$ cat src/rtl/i2c_cfg_sequencer_pkg.sv
// Shared types and defaults for the I2C sensor configuration sequencer.
package i2c_cfg_sequencer_pkg;

    // Sequencer states; RETRY_GAP holds i2c_req low for one cycle between NACKed attempts.
    typedef enum logic [3:0] {
        ST_IDLE,
        ST_INIT_WAIT,
        ST_FETCH,
        ST_DECODE,
        ST_WRITE,
        ST_RETRY_GAP,
        ST_DELAY,
        ST_DONE,
        ST_ERROR
    } cfg_state_e;

    localparam int unsigned DEF_REG_ADDR_W = 16;
    localparam int unsigned DEF_DATA_W     = 8;
    localparam logic [15:0] DEF_DELAY_TAG  = 16'hFFFF;

    // Bits needed to hold values 0..max_val, never less than one.
    function automatic int unsigned width_for(input int unsigned max_val);
        return (max_val < 2) ? 1 : $clog2(max_val + 1);
    endfunction

endpackage

$ cat src/rtl/i2c_cfg_ms_timer.sv
// Millisecond countdown: load N ms, prescaler restarts on load, expired_c is high
// for exactly one cycle at the end of the wait (immediately for N == 0).
module i2c_cfg_ms_timer
    import i2c_cfg_sequencer_pkg::*;
#(
    parameter int unsigned CLK_FREQ = 24_000_000,
    parameter int unsigned MS_W     = 16
) (
    input  logic            clk,
    input  logic            rst,
    input  logic            load,
    input  logic [MS_W-1:0] load_ms,
    output logic            expired_c
);

    localparam int unsigned TICK     = (CLK_FREQ / 1000 > 0) ? CLK_FREQ / 1000 : 1;
    localparam int unsigned PRE_W    = width_for(TICK);
    // The load cycle itself counts as the first prescaler cycle.
    localparam int unsigned LOAD_PRE = (TICK > 1) ? 1 : 0;

    logic             armed_q, armed_d;
    logic [MS_W-1:0]  ms_left_q, ms_left_d;
    logic [PRE_W-1:0] pre_q, pre_d;

    // Expire on the last prescaler cycle of the last millisecond.
    assign expired_c = armed_q &&
                       ((ms_left_q == '0) ||
                        ((ms_left_q == MS_W'(1)) && (pre_q == PRE_W'(TICK - 1))));

    // Prescaler and millisecond countdown next-state.
    always_comb begin
        armed_d   = armed_q;
        ms_left_d = ms_left_q;
        pre_d     = pre_q;
        if (load) begin
            armed_d   = 1'b1;
            ms_left_d = load_ms;
            pre_d     = PRE_W'(LOAD_PRE);
        end else if (armed_q) begin
            if (expired_c) begin
                armed_d = 1'b0;
            end else if (pre_q == PRE_W'(TICK - 1)) begin
                pre_d     = '0;
                ms_left_d = ms_left_q - MS_W'(1);
            end else begin
                pre_d = pre_q + PRE_W'(1);
            end
        end
    end

    // Timer state registers.
    always_ff @(posedge clk or posedge rst) begin
        if (rst) begin
            armed_q   <= 1'b0;
            ms_left_q <= '0;
            pre_q     <= '0;
        end else begin
            armed_q   <= armed_d;
            ms_left_q <= ms_left_d;
            pre_q     <= pre_d;
        end
    end

endmodule

$ cat src/rtl/i2c_cfg_sequencer.sv
// Walks a {reg_addr, data} config LUT and issues one I2C register write per entry,
// with in-table delays, NACK retry, profile select and done/error status.
module i2c_cfg_sequencer
    import i2c_cfg_sequencer_pkg::*;
#(
    parameter int unsigned CLK_FREQ      = 24_000_000,
    parameter int unsigned REG_ADDR_W    = DEF_REG_ADDR_W,
    parameter int unsigned DATA_W        = DEF_DATA_W,
    parameter int unsigned INDEX_W       = 9,
    parameter int unsigned MODE_W        = 2,
    parameter int unsigned INIT_DELAY_MS = 20,
    parameter logic [REG_ADDR_W-1:0] DELAY_TAG = REG_ADDR_W'(DEF_DELAY_TAG),
    parameter int unsigned MAX_RETRY     = 3
) (
    input  logic                         clk,
    input  logic                         rst,
    input  logic                         cfg_start,
    input  logic [MODE_W-1:0]            cfg_mode,
    output logic [MODE_W-1:0]            lut_mode,
    output logic [INDEX_W-1:0]           lut_index,
    input  logic [REG_ADDR_W+DATA_W-1:0] lut_data,
    input  logic [INDEX_W-1:0]           lut_size,
    output logic                         i2c_req,
    output logic [REG_ADDR_W-1:0]        i2c_addr,
    output logic [DATA_W-1:0]            i2c_wdata,
    input  logic                         i2c_done,
    input  logic                         i2c_nack,
    output logic                         cfg_busy,
    output logic                         cfg_done,
    output logic                         cfg_error,
    output logic [INDEX_W-1:0]           err_index
);

    localparam int unsigned LUT_W     = REG_ADDR_W + DATA_W;
    localparam int unsigned MS_W      = (DATA_W > 16) ? DATA_W : 16;
    localparam int unsigned RETRY_W   = width_for(MAX_RETRY);
    localparam int unsigned IDX_EXT_W = INDEX_W + 1;

    cfg_state_e            state_q, state_d;
    logic [MODE_W-1:0]     lut_mode_q, lut_mode_d;
    logic [INDEX_W-1:0]    lut_index_q, lut_index_d;
    logic [REG_ADDR_W-1:0] addr_q, addr_d;
    logic [DATA_W-1:0]     wdata_q, wdata_d;
    logic [RETRY_W-1:0]    retry_q, retry_d;
    logic                  req_q, req_d;
    logic                  busy_q, busy_d;
    logic                  done_q, done_d;
    logic                  error_q, error_d;
    logic [INDEX_W-1:0]    err_index_q, err_index_d;

    logic                  tmr_load_c;
    logic [MS_W-1:0]       tmr_ms_c;
    logic                  tmr_expired_c;
    logic                  advance_c;
    logic [IDX_EXT_W-1:0]  next_index_c;
    logic [REG_ADDR_W-1:0] lut_addr_c;
    logic [DATA_W-1:0]     lut_wdata_c;

    assign lut_addr_c  = lut_data[LUT_W-1 -: REG_ADDR_W];
    assign lut_wdata_c = lut_data[DATA_W-1:0];

    i2c_cfg_ms_timer #(
        .CLK_FREQ (CLK_FREQ),
        .MS_W     (MS_W)
    ) u_ms_timer (
        .clk       (clk),
        .rst       (rst),
        .load      (tmr_load_c),
        .load_ms   (tmr_ms_c),
        .expired_c (tmr_expired_c)
    );

    // Next-state and registered-output logic for the LUT walk.
    always_comb begin
        state_d      = state_q;
        lut_mode_d   = lut_mode_q;
        lut_index_d  = lut_index_q;
        addr_d       = addr_q;
        wdata_d      = wdata_q;
        retry_d      = retry_q;
        busy_d       = busy_q;
        done_d       = done_q;
        error_d      = error_q;
        err_index_d  = err_index_q;
        tmr_load_c   = 1'b0;
        tmr_ms_c     = '0;
        advance_c    = 1'b0;
        next_index_c = {1'b0, lut_index_q} + IDX_EXT_W'(1);

        case (state_q)
            ST_IDLE, ST_DONE, ST_ERROR: begin
                if (cfg_start) begin
                    lut_mode_d  = cfg_mode;
                    lut_index_d = '0;
                    retry_d     = '0;
                    busy_d      = 1'b1;
                    done_d      = 1'b0;
                    error_d     = 1'b0;
                    err_index_d = '0;
                    tmr_load_c  = 1'b1;
                    tmr_ms_c    = MS_W'(INIT_DELAY_MS);
                    state_d     = ST_INIT_WAIT;
                end
            end
            ST_INIT_WAIT: begin
                if (tmr_expired_c) begin
                    if (lut_size == '0) begin
                        busy_d  = 1'b0;
                        done_d  = 1'b1;
                        state_d = ST_DONE;
                    end else begin
                        state_d = ST_FETCH;
                    end
                end
            end
            ST_FETCH: begin
                state_d = ST_DECODE;
            end
            ST_DECODE: begin
                addr_d  = lut_addr_c;
                wdata_d = lut_wdata_c;
                if (lut_addr_c == DELAY_TAG) begin
                    tmr_load_c = 1'b1;
                    tmr_ms_c   = MS_W'(lut_wdata_c);
                    state_d    = ST_DELAY;
                end else begin
                    state_d = ST_WRITE;
                end
            end
            ST_WRITE: begin
                if (i2c_done) begin
                    if (!i2c_nack) begin
                        advance_c = 1'b1;
                    end else if (retry_q < RETRY_W'(MAX_RETRY)) begin
                        retry_d = retry_q + RETRY_W'(1);
                        state_d = ST_RETRY_GAP;
                    end else begin
                        busy_d      = 1'b0;
                        error_d     = 1'b1;
                        err_index_d = lut_index_q;
                        state_d     = ST_ERROR;
                    end
                end
            end
            ST_RETRY_GAP: begin
                state_d = ST_WRITE;
            end
            ST_DELAY: begin
                if (tmr_expired_c) begin
                    advance_c = 1'b1;
                end
            end
            default: begin
                state_d = ST_IDLE;
            end
        endcase

        // Step to the next entry; the extra index bit keeps a full table from wrapping.
        if (advance_c) begin
            retry_d = '0;
            if (next_index_c == {1'b0, lut_size}) begin
                busy_d  = 1'b0;
                done_d  = 1'b1;
                state_d = ST_DONE;
            end else begin
                lut_index_d = next_index_c[INDEX_W-1:0];
                state_d     = ST_FETCH;
            end
        end

        // Request is high exactly while the FSM sits in WRITE.
        req_d = (state_d == ST_WRITE);
    end

    // State and output registers.
    always_ff @(posedge clk or posedge rst) begin
        if (rst) begin
            state_q     <= ST_IDLE;
            lut_mode_q  <= '0;
            lut_index_q <= '0;
            addr_q      <= '0;
            wdata_q     <= '0;
            retry_q     <= '0;
            req_q       <= 1'b0;
            busy_q      <= 1'b0;
            done_q      <= 1'b0;
            error_q     <= 1'b0;
            err_index_q <= '0;
        end else begin
            state_q     <= state_d;
            lut_mode_q  <= lut_mode_d;
            lut_index_q <= lut_index_d;
            addr_q      <= addr_d;
            wdata_q     <= wdata_d;
            retry_q     <= retry_d;
            req_q       <= req_d;
            busy_q      <= busy_d;
            done_q      <= done_d;
            error_q     <= error_d;
            err_index_q <= err_index_d;
        end
    end

    assign lut_mode  = lut_mode_q;
    assign lut_index = lut_index_q;
    assign i2c_req   = req_q;
    assign i2c_addr  = addr_q;
    assign i2c_wdata = wdata_q;
    assign cfg_busy  = busy_q;
    assign cfg_done  = done_q;
    assign cfg_error = error_q;
    assign err_index = err_index_q;

endmodule

$ cat config.mk
export PLATFORM = sky130hd
export DESIGN_NAME = i2c_cfg_sequencer
export DESIGN_NICKNAME = d
export VERILOG_FILES = /design/src/rtl/i2c_cfg_sequencer_pkg.sv /design/src/rtl/i2c_cfg_ms_timer.sv /design/src/rtl/i2c_cfg_sequencer.sv
export SDC_FILE = /design/constraint.sdc
export NUM_CORES = 1
export LEC_CHECK = 0
export ABC_AREA = 1
export BUFFER_PORTS_ARGS = -buffer_cell sky130_fd_sc_hd__buf_2
export CAP_MARGIN = 40
export CORE_MARGIN = 4
export CORE_UTILIZATION = 26
export CTS_BUF_LIST = sky130_fd_sc_hd__clkbuf_8
export CTS_CLUSTER_DIAMETER = 200
export CTS_CLUSTER_SIZE = 24
export DETAILED_ROUTE_END_ITERATION = 12
export SLEW_MARGIN = 20
export SYNTH_ARGS = -nofsm -noshare
export SYNTH_HDL_FRONTEND = slang
export SYNTH_SLANG_ARGS = --single-unit
$ cat constraint.sdc
create_clock -name clk -period 8.97 [get_ports clk]
set_input_delay 2.691 -clock clk [delete_from_list [all_inputs] [get_ports clk]]
set_output_delay 2.691 -clock clk [all_outputs]
set_load 0.005 [all_outputs]
==> results.toml <==
[setup_path]
crit_slowest_cell = "nor2_1"
crit_type = "in2reg"
max_stage_delay_ns = 0.34
start_kind = "primary input"
path_delay_family = "compound AO/OA/AOI/OAI gates"
r2r-start = "u_ms_timer.pre_q[0]"
cp-end-kind = "flip-flop"
crit_chain = "buf_2, nand2_1, nor3_1, nand2_1, nor2_1, a21oi_4, o21ai_4, inv_2, o21ai_0, o21ai_1"
crit_top_cell = "nand2_1"
path_max_fanout = 34
crit_buf_inv = 2
critPathLaunch = "lut_data[17]"
cp.arrival_ns = 4.59
worstPathRequired_ns = 9.23

[sta]
tightest_slew_ns = 0.759
fmax_ghz = 0.231
hold-worst-slack_ns = 0.475
hold_viol = 0
final.min_clock_period_ns = 4.33
drv_slew = 0
min_period_over_period = 0.482
layout_setup_ws_ns = 4.64
rsz0062_at_grt = "no"
tns_ns = 0
relSlewSlack = 0.492
fin_worst_skew_ns = 0.0124
finalSetupViolations = 0

[detailed_routing]
num_vias = 4533
dr.pass1.iters = 5
wire_per_inst_um = 12.8
first_iter_violations = 278
routed_wl_mm = 12.6
vias_per_cell = 4.59
drtAntennaViolNets = 0
drcViolationCount = 0

[cts]
postCtsSetupBuffers = 0
cts.sinks = 86
cts_tree = "built"
clockRootBuffer = "clkbuf_8"
cts_max_level = 3
cts-hold-fix-buffers = 0
cts_resized = 0
insertion_delay_ns = 0.38
numCtsBuffers = 9
clk_pin_slew_ns = 0.09
clk_path_buf_depth = 2

[yosys]
syn_area_per_cell_um2 = 7.36
yosys-top-cells-count = "nand2_1, inv_1, dfrtp_1"
synth.area.top_cells = "dfrtp_1, nand2_1, inv_1, nand3_1, nor2_1"
synth_ff_type = "dfrtp_1"
yosys.cell_count.top_type = "nand2_1"
ys_ff_latch = 86
ys_warn_count = 0
yosysTopAreaCellShare = 0.438
synthesis.area_um2 = 4910
ys_seq_area_frac = 0.438
synth-edff-count = 0
synth_top_area_cell = "dfrtp_1"
async_flop_share = 1.00
syn_inst = 667
post_synth_num_cell_types = 39
synth_nets = 713

[final_layout]
stdcell_count = 988
syn2layout_area_growth_pct = 17.9
fin_nets = 800
utilization = 0.317
finish.instance_area_um2 = 5790
diodes = 0
drive_gt1_frac = 0.179

[floorplan]
io_pins = 88
die_h_um = 145
rows = 49
die_w_um = 145
die-area_um2 = 21100
core-area_um2 = 18300
initial_utilization = 0.269

[power_and_ir_drop]
internal_power_mw = 0.840
clkPwrFrac = 0.176
power_frac_comb = 0.425
ir_drop_mv = 0.0719
p_per_area_nw_per_um2 = 256
p_seq_frac = 0.399
switching_share = 0.433
fin_total_pwr_mw = 1.48
p_leak_nw = 2.95
p_switching_mw = 0.643

[place]
postPlaceCellArea_um2 = 5610
placed_cells = 972
io_buffers = 87
hpwl_mm = 9.47
pre_cts_ws_ns = 4.23
globalplace.congestion = 0.847

[grt]
grt_pass1_vias = 4368
antenna_found_initial = 0
grtUsageTotal = 0.122
grt.overflow.total = 0
grt_max_degree = 40
grt_pass1_wl_mm = 21.7

[worst_hold_path]
hold_path.class = "reg2reg"
hold_start = "i2c_addr[1]"

[status]
status = "complete, no violations"

[job]
drv_cap = 0
-- kinds of logic after synthesis --
| family | Yosys count | share of synthesized area |
|---|---|---|
| fa+ha+maj | 6 | 0.0153 |
| buf+inv | 113 | 0.0936 |
| simple gates | 358 | 0.320 |
| xor+xnor | 13 | 0.0232 |
| compound gates | 90 | 0.107 |
| flops | 86 | 0.438 |
| mux | 1 | 0.00229 |
-- layout make-up --
class,instances,area (µm²)
flip-flops and latches,86,2150
clock inverters,7,57.6
multi-input cells,468,2300
inverters,98,372
clock buffers,9,124
well taps,229,287
fillers,1973,12500
repair buffers,91,498
-- tightest hold or removal path, delay by kind of cell (launching register included) --
family | cells | cell delay, ns
flops | 1 | 0.34
simple gates | 2 | 0.10
-- routing by layer --
metal	track usage	share of wire	wire, µm
met2	0.193	0.46	5840
met1	0.169	0.49	6140
met5	0	0	0
met3	0.0215	0.041	513
met4	0.0427	0.012	148
-- final timing paths --
check | end | slack, ns | cells after the start
max in group asynchronous | u_ms_timer.pre_q[9] | 5.80 | 4
worst min-delay path | i2c_addr[1] | 0.47 | 2
worst max-delay path | u_ms_timer.ms_left_q[4] | 4.64 | 10
worst max register to register | u_ms_timer.ms_left_q[4] | 6.33 | 10
worst min register to register | i2c_addr[1] | 0.47 | 2
min in group asynchronous | err_index[6] | 2.20 | 2
-- power by group through the flow --
stage	Clock, mW	Combinational, mW	Sequential [mW]
floorplan	0	0.441	0.590
global placement	0	0.624	0.596
detailed placement	0	0.635	0.597
CTS	0.272	0.636	0.592
global route	0.286	0.731	0.610
finish	0.261	0.630	0.592
-- state kept, by name, summed over array words and instances, names as in the netlist --
name	flops
lut_mode	2
state_q	4
i2c_addr	16
cfg_done	1
retry_q	2
err_index	9
u_ms_timer.pre_q	15
i2c_wdata	8
i2c_req	1
cfg_busy	1
u_ms_timer.ms_left_q	16
u_ms_timer.armed_q	1
cfg_error	1
lut_index	9
-- cells in the final DEF (no fill, tap or decap), types with 2 or more instances in the layout --
master	count
a21oi_1	14
a22oi_1	2
a31oi_1	3
buf_2	87
buf_4	2
clkbuf_8	9
clkinvlp_4	3
dfrtp_1	86
ha_1	6
inv_1	94
inv_2	2
inv_6	3
nand2_1	188
nand2_2	7
nand2_4	3
nand3_1	59
nand4_1	16
nor2_1	58
nor2_2	4
nor3_1	13
nor4_1	4
o211ai_1	2
o21ai_0	42
o21ai_1	6
o21ai_2	3
o22ai_1	13
xor2_1	13
Note: power is estimated with default switching activity, not from simulation.
